==> src/rtl/fetch_pkg.sv <==
// Shared fetch types and helpers for the instruction prefetch path.
// Latency: none (types and pure functions only).
// Backpressure: not applicable.
package fetch_pkg;

    localparam logic [1:0] RVC_OPC_MASK = 2'b11;

    typedef logic [31:0] fetch_word_t;

    // A halfword starts a compressed instruction unless both opcode LSBs are set.
    function automatic logic is_rvc(input logic [15:0] half);
        return (half[1:0] & RVC_OPC_MASK) != RVC_OPC_MASK;
    endfunction

endpackage

==> src/rtl/prefetch_fifo.sv <==
// DEPTH x 32 word FIFO exposing the head and the word behind it for realignment.
// Latency: a word pushed at edge N is visible on head/headNext in cycle N+1.
// Backpressure: none internally; the caller guarantees space before every push.
module prefetch_fifo
    import fetch_pkg::*;
#(
    parameter int DEPTH = 4
) (
    input  logic                       clk,
    input  logic                       rst,
    input  logic                       clear,
    input  logic                       push,
    input  fetch_word_t                pushData,
    input  logic                       pop,
    output fetch_word_t                head,
    output fetch_word_t                headNext,
    output logic [$clog2(DEPTH):0]     count
);

    localparam int PW = $clog2(DEPTH);
    localparam int CW = PW + 1;

    fetch_word_t   mem [DEPTH];
    logic [PW-1:0] rdPtr;
    logic [PW-1:0] wrPtr;

    // Pointers wrap naturally because DEPTH is a power of two.
    assign head     = mem[rdPtr];
    assign headNext = mem[rdPtr + PW'(1)];

    // Storage array; contents are don't-care until counted as valid.
    always_ff @(posedge clk) begin
        if (push) begin
            mem[wrPtr] <= pushData;
        end
    end

    // Pointer and occupancy tracking; clear drops everything in one cycle.
    always_ff @(posedge clk) begin
        if (rst || clear) begin
            rdPtr <= '0;
            wrPtr <= '0;
            count <= '0;
        end else begin
            if (push) begin
                wrPtr <= wrPtr + PW'(1);
            end
            if (pop) begin
                rdPtr <= rdPtr + PW'(1);
            end
            count <= count + CW'(push) - CW'(pop);
        end
    end

endmodule

==> src/rtl/instr_prefetch_buf.sv <==
// Prefetches instruction words ahead of IF/ID and realigns RVC/32-bit instructions.
// Latency: a response stored at edge N can be presented as an instruction in cycle N+1.
// Backpressure: requests stop once buffered plus in-flight words reach DEPTH; instr_ready_i stalls output.
module instr_prefetch_buf
    import fetch_pkg::*;
#(
    parameter int                    ADDR_WIDTH = 32,
    parameter int                    DEPTH      = 4,
    parameter logic [ADDR_WIDTH-1:0] RESET_PC   = '0
) (
    input  logic                  clk,
    input  logic                  rst,
    input  logic                  flush_i,
    input  logic [ADDR_WIDTH-1:0] flush_pc_i,
    output logic                  mem_req_valid_o,
    input  logic                  mem_req_ready_i,
    output logic [ADDR_WIDTH-1:0] mem_req_addr_o,
    input  logic                  mem_rsp_valid_i,
    input  logic [31:0]           mem_rsp_data_i,
    output logic                  instr_valid_o,
    input  logic                  instr_ready_i,
    output logic [31:0]           instr_o,
    output logic [ADDR_WIDTH-1:0] instr_pc_o,
    output logic                  instr_16bit_o
);

    localparam int CW = $clog2(DEPTH) + 1;

    logic [ADDR_WIDTH-1:0] fetchAddr;
    logic [ADDR_WIDTH-1:0] curPc;
    logic                  halfOff;
    logic [CW-1:0]         outstanding;
    logic [CW-1:0]         discardCnt;
    logic [CW-1:0]         fifoCount;
    logic [CW:0]           inFlight;
    fetch_word_t           headWord;
    fetch_word_t           nextWord;
    logic [15:0]           headHalf;
    logic                  headRvc;
    logic                  haveWords;
    logic                  reqFire;
    logic                  rspPush;
    logic                  instrFire;
    logic                  popWord;

    // Every word buffered or still in flight has a reserved FIFO slot.
    assign inFlight        = {1'b0, fifoCount} + {1'b0, outstanding};
    assign mem_req_valid_o = !rst && !flush_i && (inFlight < (CW + 1)'(DEPTH));
    assign mem_req_addr_o  = fetchAddr;
    assign reqFire         = mem_req_valid_o && mem_req_ready_i;

    // Responses to requests issued before a redirect are dropped, as are any in the flush cycle.
    assign rspPush = mem_rsp_valid_i && !rst && !flush_i && (discardCnt == '0);

    // Realignment: the head halfword decides whether one or two FIFO words are needed.
    assign headHalf      = halfOff ? headWord[31:16] : headWord[15:0];
    assign headRvc       = is_rvc(headHalf);
    assign haveWords     = (!headRvc && halfOff) ? (fifoCount >= CW'(2)) : (fifoCount != '0);
    assign instr_valid_o = !rst && !flush_i && haveWords;
    assign instrFire     = instr_valid_o && instr_ready_i;
    assign popWord       = instrFire && (!headRvc || halfOff);
    assign instr_16bit_o = instr_valid_o && headRvc;
    assign instr_pc_o    = curPc;

    // Instruction assembly; driven to zero whenever nothing valid is presented.
    always_comb begin
        instr_o = '0;
        if (instr_valid_o) begin
            if (headRvc) begin
                instr_o = {16'h0000, headHalf};
            end else if (halfOff) begin
                instr_o = {nextWord[15:0], headWord[31:16]};
            end else begin
                instr_o = headWord;
            end
        end
    end

    prefetch_fifo #(
        .DEPTH(DEPTH)
    ) fifoInst (
        .clk     (clk),
        .rst     (rst),
        .clear   (flush_i),
        .push    (rspPush),
        .pushData(mem_rsp_data_i),
        .pop     (popWord),
        .head    (headWord),
        .headNext(nextWord),
        .count   (fifoCount)
    );

    // In-flight request accounting; a redirect turns all in-flight responses into discards.
    always_ff @(posedge clk) begin
        if (rst) begin
            outstanding <= '0;
            discardCnt  <= '0;
        end else if (flush_i) begin
            outstanding <= outstanding - CW'(mem_rsp_valid_i);
            discardCnt  <= outstanding - CW'(mem_rsp_valid_i);
        end else begin
            outstanding <= outstanding + CW'(reqFire) - CW'(mem_rsp_valid_i);
            if (mem_rsp_valid_i && (discardCnt != '0)) begin
                discardCnt <= discardCnt - CW'(1);
            end
        end
    end

    // Fetch address and instruction PC tracking, reloaded on reset or redirect.
    always_ff @(posedge clk) begin
        if (rst) begin
            fetchAddr <= RESET_PC;
            curPc     <= RESET_PC;
            halfOff   <= 1'b0;
        end else if (flush_i) begin
            fetchAddr <= {flush_pc_i[ADDR_WIDTH-1:2], 2'b00};
            curPc     <= {flush_pc_i[ADDR_WIDTH-1:1], 1'b0};
            halfOff   <= flush_pc_i[1];
        end else begin
            if (reqFire) begin
                fetchAddr <= fetchAddr + ADDR_WIDTH'(4);
            end
            if (instrFire) begin
                curPc <= curPc + (headRvc ? ADDR_WIDTH'(2) : ADDR_WIDTH'(4));
                if (headRvc) begin
                    halfOff <= !halfOff;
                end
            end
        end
    end

endmodule

==> config.mk <==
export PLATFORM = sky130hd
export DESIGN_NAME = instr_prefetch_buf
export DESIGN_NICKNAME = d
export VERILOG_FILES = /design/src/rtl/fetch_pkg.sv /design/src/rtl/prefetch_fifo.sv /design/src/rtl/instr_prefetch_buf.sv
export SDC_FILE = /design/constraint.sdc
export NUM_CORES = 1
export LEC_CHECK = 0
export CAP_MARGIN = 5
export CORE_MARGIN = 5
export CORE_UTILIZATION = 34
export CTS_CLUSTER_SIZE = 25
export DETAILED_ROUTE_END_ITERATION = 7
export SLEW_MARGIN = 20
export SYNTH_ARGS = -nofsm -noshare
export SYNTH_HDL_FRONTEND = slang
export SYNTH_HIERARCHICAL = 1
export SYNTH_SLANG_ARGS = --single-unit
==> constraint.sdc <==
create_clock -name clk -period 6.86 [get_ports clk]
set_clock_uncertainty 0.15 [all_clocks]
set_input_delay 1.029 -clock clk [delete_from_list [all_inputs] [get_ports clk]]
set_output_delay 1.029 -clock clk [all_outputs]
set_load 0.01 [all_outputs]
# == Yosys cells after proc, flatten, opt, wreduce, memory -nomap -nowiden ==
# Memories as Yosys holds them, arrays and structs flattened. A register that Yosys moved wholly into a read port is not among the register bits.
# Cells that the tools add are included.
# totals
reg_bits,78
output_inout_bits,99
memories,1
in_bits,70
wordCells,72
ramBits,128
# memory_table
memory,depth,word_bits,read_ports,rd_ports_with_merged_regs,wr,line,text
fifoInst.mem,4,32,2,1,1,prefetch_fifo.sv:23,fetch_word_t mem [DEPTH];
# op_classes
n_lt_le_gt_ge,2
n_eq_ne,1
reduce_logical,27
addsub,11
mux,20
# ops
cell,n
2-to-1 mux 32 bit,7
adder 32 x 3 -> 32 bit,1
adder 32 x 3 -> 32 bit (second input constant),1
2-to-1 mux 16 bit,1
logical AND 1 bit,12
2-to-1 mux 3 bit,4
subtractor 3 x 1 -> 3 bit,3
nonzero test 2 bit,4
adder 3 x 1 -> 3 bit,2
2-to-1 mux 1 bit,6
nonzero test 3 bit,2
adder 2 x 1 -> 2 bit (second input constant),2
adder 3 x 3 -> 4 bit,1
logical NOT 1 bit,4
< comparator 4 x 3 -> 1 bit (second input constant),1
2-to-1 mux 2 bit,2
greater-or-equal comparator 3 x 2 -> 1 bit (second input constant),1
logical NOT 3 bit,1
subtractor 3 x 1 -> 3 bit (second input constant),1
logical OR 1 bit,2
inequality test 2 bit (second input constant),1
AND reduction 2 bit,1
OR reduction 2 bit,1

# == Logic depth before layout (Yosys ltp) ==
# depth
depth_word,10
ltp_mapped,13
ltp_nobuf,12

# == Cells and area by module ==
# Netlist, hierarchy kept.
# by_module_without_submodules
module,area_each_um2,instances,seq_area_each_um2,cells_each
prefetch_fifo,5909.4,1,4023.9,251
instr_prefetch_buf,4680.7,1,1361.3,597

# == Worst setup path before layout ==
# No wires, ideal clock.
# synth_path
kind,input port to flip-flop
startpoint,input rst
endpoint,register outstanding[2]
setup_time_ns,0.128
path_stages,13
slack_ns,3.106
t_arrival_ns,3.477
cell_sequence,buf_2 or4b_4 nor2_8 inv_4 clkbuf_1 ha_1 inv_1 ha_1 fa_1 xor2_1 o21ai_0 xnor2_1 nor2_1
# synth_between
elab_chain_cells,7
# synth_rtl
element,line,text
start: declaration,instr_prefetch_buf.sv:12,"input logic rst,"
logical NOT 1 bit,instr_prefetch_buf.sv:48,assign mem_req_valid_o = !rst && !flush_i && (inFlight < (CW + 1)'(DEPTH));
logical AND 1 bit (2 in a row),instr_prefetch_buf.sv:48,
logical AND 1 bit,instr_prefetch_buf.sv:50,assign reqFire = mem_req_valid_o && mem_req_ready_i;
adder 3 x 1 -> 3 bit,instr_prefetch_buf.sv:102,outstanding <= outstanding + CW'(reqFire) - CW'(mem_rsp_valid_i);
subtractor 3 x 1 -> 3 bit,instr_prefetch_buf.sv:102,
2-to-1 mux 3 bit,instr_prefetch_buf.sv:98,end else if (flush_i) begin
end signal: assignment,instr_prefetch_buf.sv:99,outstanding <= outstanding - CW'(mem_rsp_valid_i);
end signal: assignment,instr_prefetch_buf.sv:102,
end: declaration,instr_prefetch_buf.sv:32,logic [CW-1:0] outstanding;
# Several ways; a longest one is shown, not always the timed one.
# A chain may end at the register's enable or synchronous reset.

==> results.py <==
metrics = {
    "setup_path": {
        "crit_buf_inv": 3,
        "cpLargestDelayFamily": "simple AND/OR/NAND/NOR gates",
        "critical_path_sink_type": "primary output",
        "slowest_stage": "sky130_fd_sc_hd__dfxtp_1",
        "reg2reg_slack_ns": 2.72,
        "critical-path-top-cell-by-count": "sky130_fd_sc_hd__nand2_1",
        "slowest_delay_ns": 0.94,
        "r2r-end": "instr_pc_o[30]$_SDFFE_PP0P_",
        "path_cells": "mux4_2, and3_1, o21ai_2, nand2_1, buf_4, inv_1, nand2_1, nor2_1, clkdlybuf4s50_1",
        "critical_path.max_fanout": 18,
        "critical_path_class": "reg -> out",
        "r2r.worst_path.cells": 11,
        "crit_path_start_kind": "flip-flop",
        "critical_path.endpoint": "instr_o[16]",
        "cp_data_arrival_time_ns": 4.31,
        "path_depth": 9,
        "timing.critical_path.required_ns": 5.68,
    },
    "clock_tree": {
        "cts-resized-gates": 0,
        "cts_tree": "built",
        "tritoncts.num_buffers": 24,
        "path_clk_slew_ns": 0.06,
        "holdBufCountCts": 0,
        "clockBufferDepth": 3,
        "cts_htree_levels": 1,
        "post-cts-setup-buffers": 0,
        "cts_root_buf": "sky130_fd_sc_hd__clkbuf_16",
        "cts.sinks": 205,
        "worstSkewPairLatency_ns": 0.52,
    },
    "timing": {
        "slew_headroom_pct": 36.5,
        "timing.fmax_ghz": 0.182,
        "final-setup-viol-count": 0,
        "final_sum_of_negative_setup_slack_ns": 0,
        "timing_worst_slew_pin_value_ns": 0.952,
        "final_max_slew_viol_count": 0,
        "hold_viol_final": 0,
        "rsz0062_at_grt": "false",
        "final.min_clock_period_ns": 5.49,
        "crit_share_post_route_pct": 80.0,
    },
    "min_path": {
        "min_path_type": "reg -> reg",
    },
    "final_layout": {
        "mostFrequentLayoutCell": "sky130_fd_sc_hd__clkdlybuf4s50_1",
        "post_route_cells_drive_above_1_share_pct": 11.8,
        "mostFrequentLayoutCells": "sky130_fd_sc_hd__clkdlybuf4s50_1 (162), sky130_fd_sc_hd__edfxtp_1 (128), sky130_fd_sc_hd__nor2_1 (75), sky130_fd_sc_hd__dfxtp_1 (75), sky130_fd_sc_hd__nand2_1 (49)",
        "n_fill_cell": 2796,
        "nets": 1074,
        "multi_input_comb_area_um2": 4370,
        "syn_to_final_growth_pct": 25.7,
        "final_cell_area_um2": 12900,
        "layout.area.seq_um2": 5390,
    },
    "synth": {
        "yosys_warnings": 6,
        "syn_avg_cell_area_um2": 12.3,
        "netlist_area_um2": 10200,
        "syn_inst": 832,
    },
    "detailed_routing": {
        "dr.pass1.iters": 4,
        "route.detailed.drc": 0,
        "drt_first_iter_violations": 353,
        "routed_wire_length_per_instance_um": 19.6,
        "via_per_inst": 5.29,
        "detailroute.via_count": 7371,
        "drt-total-wl_mm": 27.3,
        "detail-route-antenna-nets": 0,
    },
    "grt": {
        "grt_pass1_wl_mm": 41.8,
        "number_of_antenna_violations_at_the_first_check_in_global_routing": 4,
        "gr-usage-all-layers_pct": 15.6,
        "grt_pass1_vias": 7235,
        "grt.overflow.total": 0,
        "grt_start_max_net_pins": 65,
    },
    "placed_design": {
        "detailed_place.area_um2": 12100,
        "dp_hpwl_mm": 18.6,
        "gp_routability_congestion": 0.839,
        "portBuffers": 164,
    },
    "floorplanning": {
        "die_h_um": 183,
        "design.die.area_um2": 33600,
        "fp.dieW_um": 183,
        "placement_rows": 63,
        "core_region_um2": 29600,
        "floorplan.io_pins": 169,
        "initial_utilization_pct": 34.5,
    },
    "power_and_ir_drop": {
        "cellPowerDensity_nw_per_um2": 222,
        "power.leakage_nw": 4.20,
        "peak_vdd_ir_mv": 0.165,
    },
    "job": {
        "maxCapViolCount": 0,
    },
    "status": {
        "run_status": "complete, no violations",
    },
}
==> cell type report <==
type                            instances  area share, %
Clock inverter                         10          0.457
Multi-Input combinational cell        540           34.0
Inverter                               35           1.04
Clock buffer                           34           5.30
Sequential cell                       205           41.9
Timing Repair Buffer                  178           13.5
Antenna cell                            1         0.0195
Tap cell                              390           3.79
==> report_power, final <==
| part | switching (mW) | internal [mW] |
|---|---|---|
| combinational | 0.138 | 0.139 |
| clock | 0.495 | 0.692 |
| sequential | 0.0403 | 1.35 |
==> how the worst min path moves through the flow <==
stage | startpoint | to | slack [ns] | depth (start not counted)
finish | instr_pc_o[1]$_SDFFE_PP0P_ | instr_pc_o[1]$_SDFFE_PP0P_ | 0.35 | 2
global route | instr_pc_o[1]$_SDFFE_PP0P_ | instr_pc_o[1]$_SDFFE_PP0P_ | 0.36 | 2
CTS | instr_pc_o[1]$_SDFFE_PP0P_ | instr_pc_o[1]$_SDFFE_PP0P_ | 0.35 | 2
detailed placement | instr_pc_o[1]$_SDFFE_PP0P_ | instr_pc_o[1]$_SDFFE_PP0P_ | 0.34 | 2
global placement | instr_pc_o[1]$_SDFFE_PP0P_ | instr_pc_o[1]$_SDFFE_PP0P_ | 0.33 | 2
floorplan | instr_pc_o[1]$_SDFFE_PP0P_ | instr_pc_o[1]$_SDFFE_PP0P_ | 0.36 | 2
==> state kept, by name, indices dropped and copies added, names as in the netlist, named ones only <==
| register | count |
|---|---|
| fifoInst/rdPtr | 2 |
| fifoInst/mem | 128 |
| halfOff | 1 |
| fifoInst/wrPtr | 2 |
| fifoInst/count | 3 |
| instr_pc_o | 31 |
| discardCnt | 3 |
| mem_req_addr_o | 30 |
| outstanding | 3 |
==> metal layers <==
layer | part of all wire [%] | track usage [%] | up-vias
met3 | 7.9 | 3.90 | 41
met4 | 2.0 | 3.61 | 6
met2 | 47 | 25.8 | 266
met1 | 43 | 20.9 | 3573
li1 | - | - | 3485
met5 | 0.15 | 0 | -
==> worst reg2reg max path: stages, from the launching register on <==
cell and delay [ns]:
sky130_fd_sc_hd__dfxtp_1 0.94, sky130_fd_sc_hd__buf_4 0.42, sky130_fd_sc_hd__mux4_2 0.37, sky130_fd_sc_hd__nand2_1 0.09, sky130_fd_sc_hd__o21ai_1 0.05, sky130_fd_sc_hd__buf_4 0.20
sky130_fd_sc_hd__ha_1 0.28, sky130_fd_sc_hd__a21oi_1 0.11, sky130_fd_sc_hd__nor3_1 0.39, sky130_fd_sc_hd__nand4_1 0.35, sky130_fd_sc_hd__or4_1 0.55, sky130_fd_sc_hd__a31oi_1 0.16
==> through the flow <==
| stage | power [mW] | std cells | setup slack [ns] | hold WS, ns | utilization, % |
|---|---|---|---|---|---|
| 6_report | 2.85 | 1393 | 1.37 | 0.348 | 43.4 |
| 5_1_grt | 2.97 | 1392 | 1.03 | 0.362 | 43.4 |
| 4_1_cts | 2.89 | 1392 | 1.15 | 0.350 | 43.4 |
| 3_5_place_dp | 1.69 | 1348 | 1.73 | 0.342 | 40.9 |
| 3_3_place_gp | 1.69 | 1348 | 1.75 | 0.333 | 40.9 |
| 2_1_floorplan | 1.55 | 834 | 3.11 | 0.360 | - |
Power figures use the tool's default switching activity.
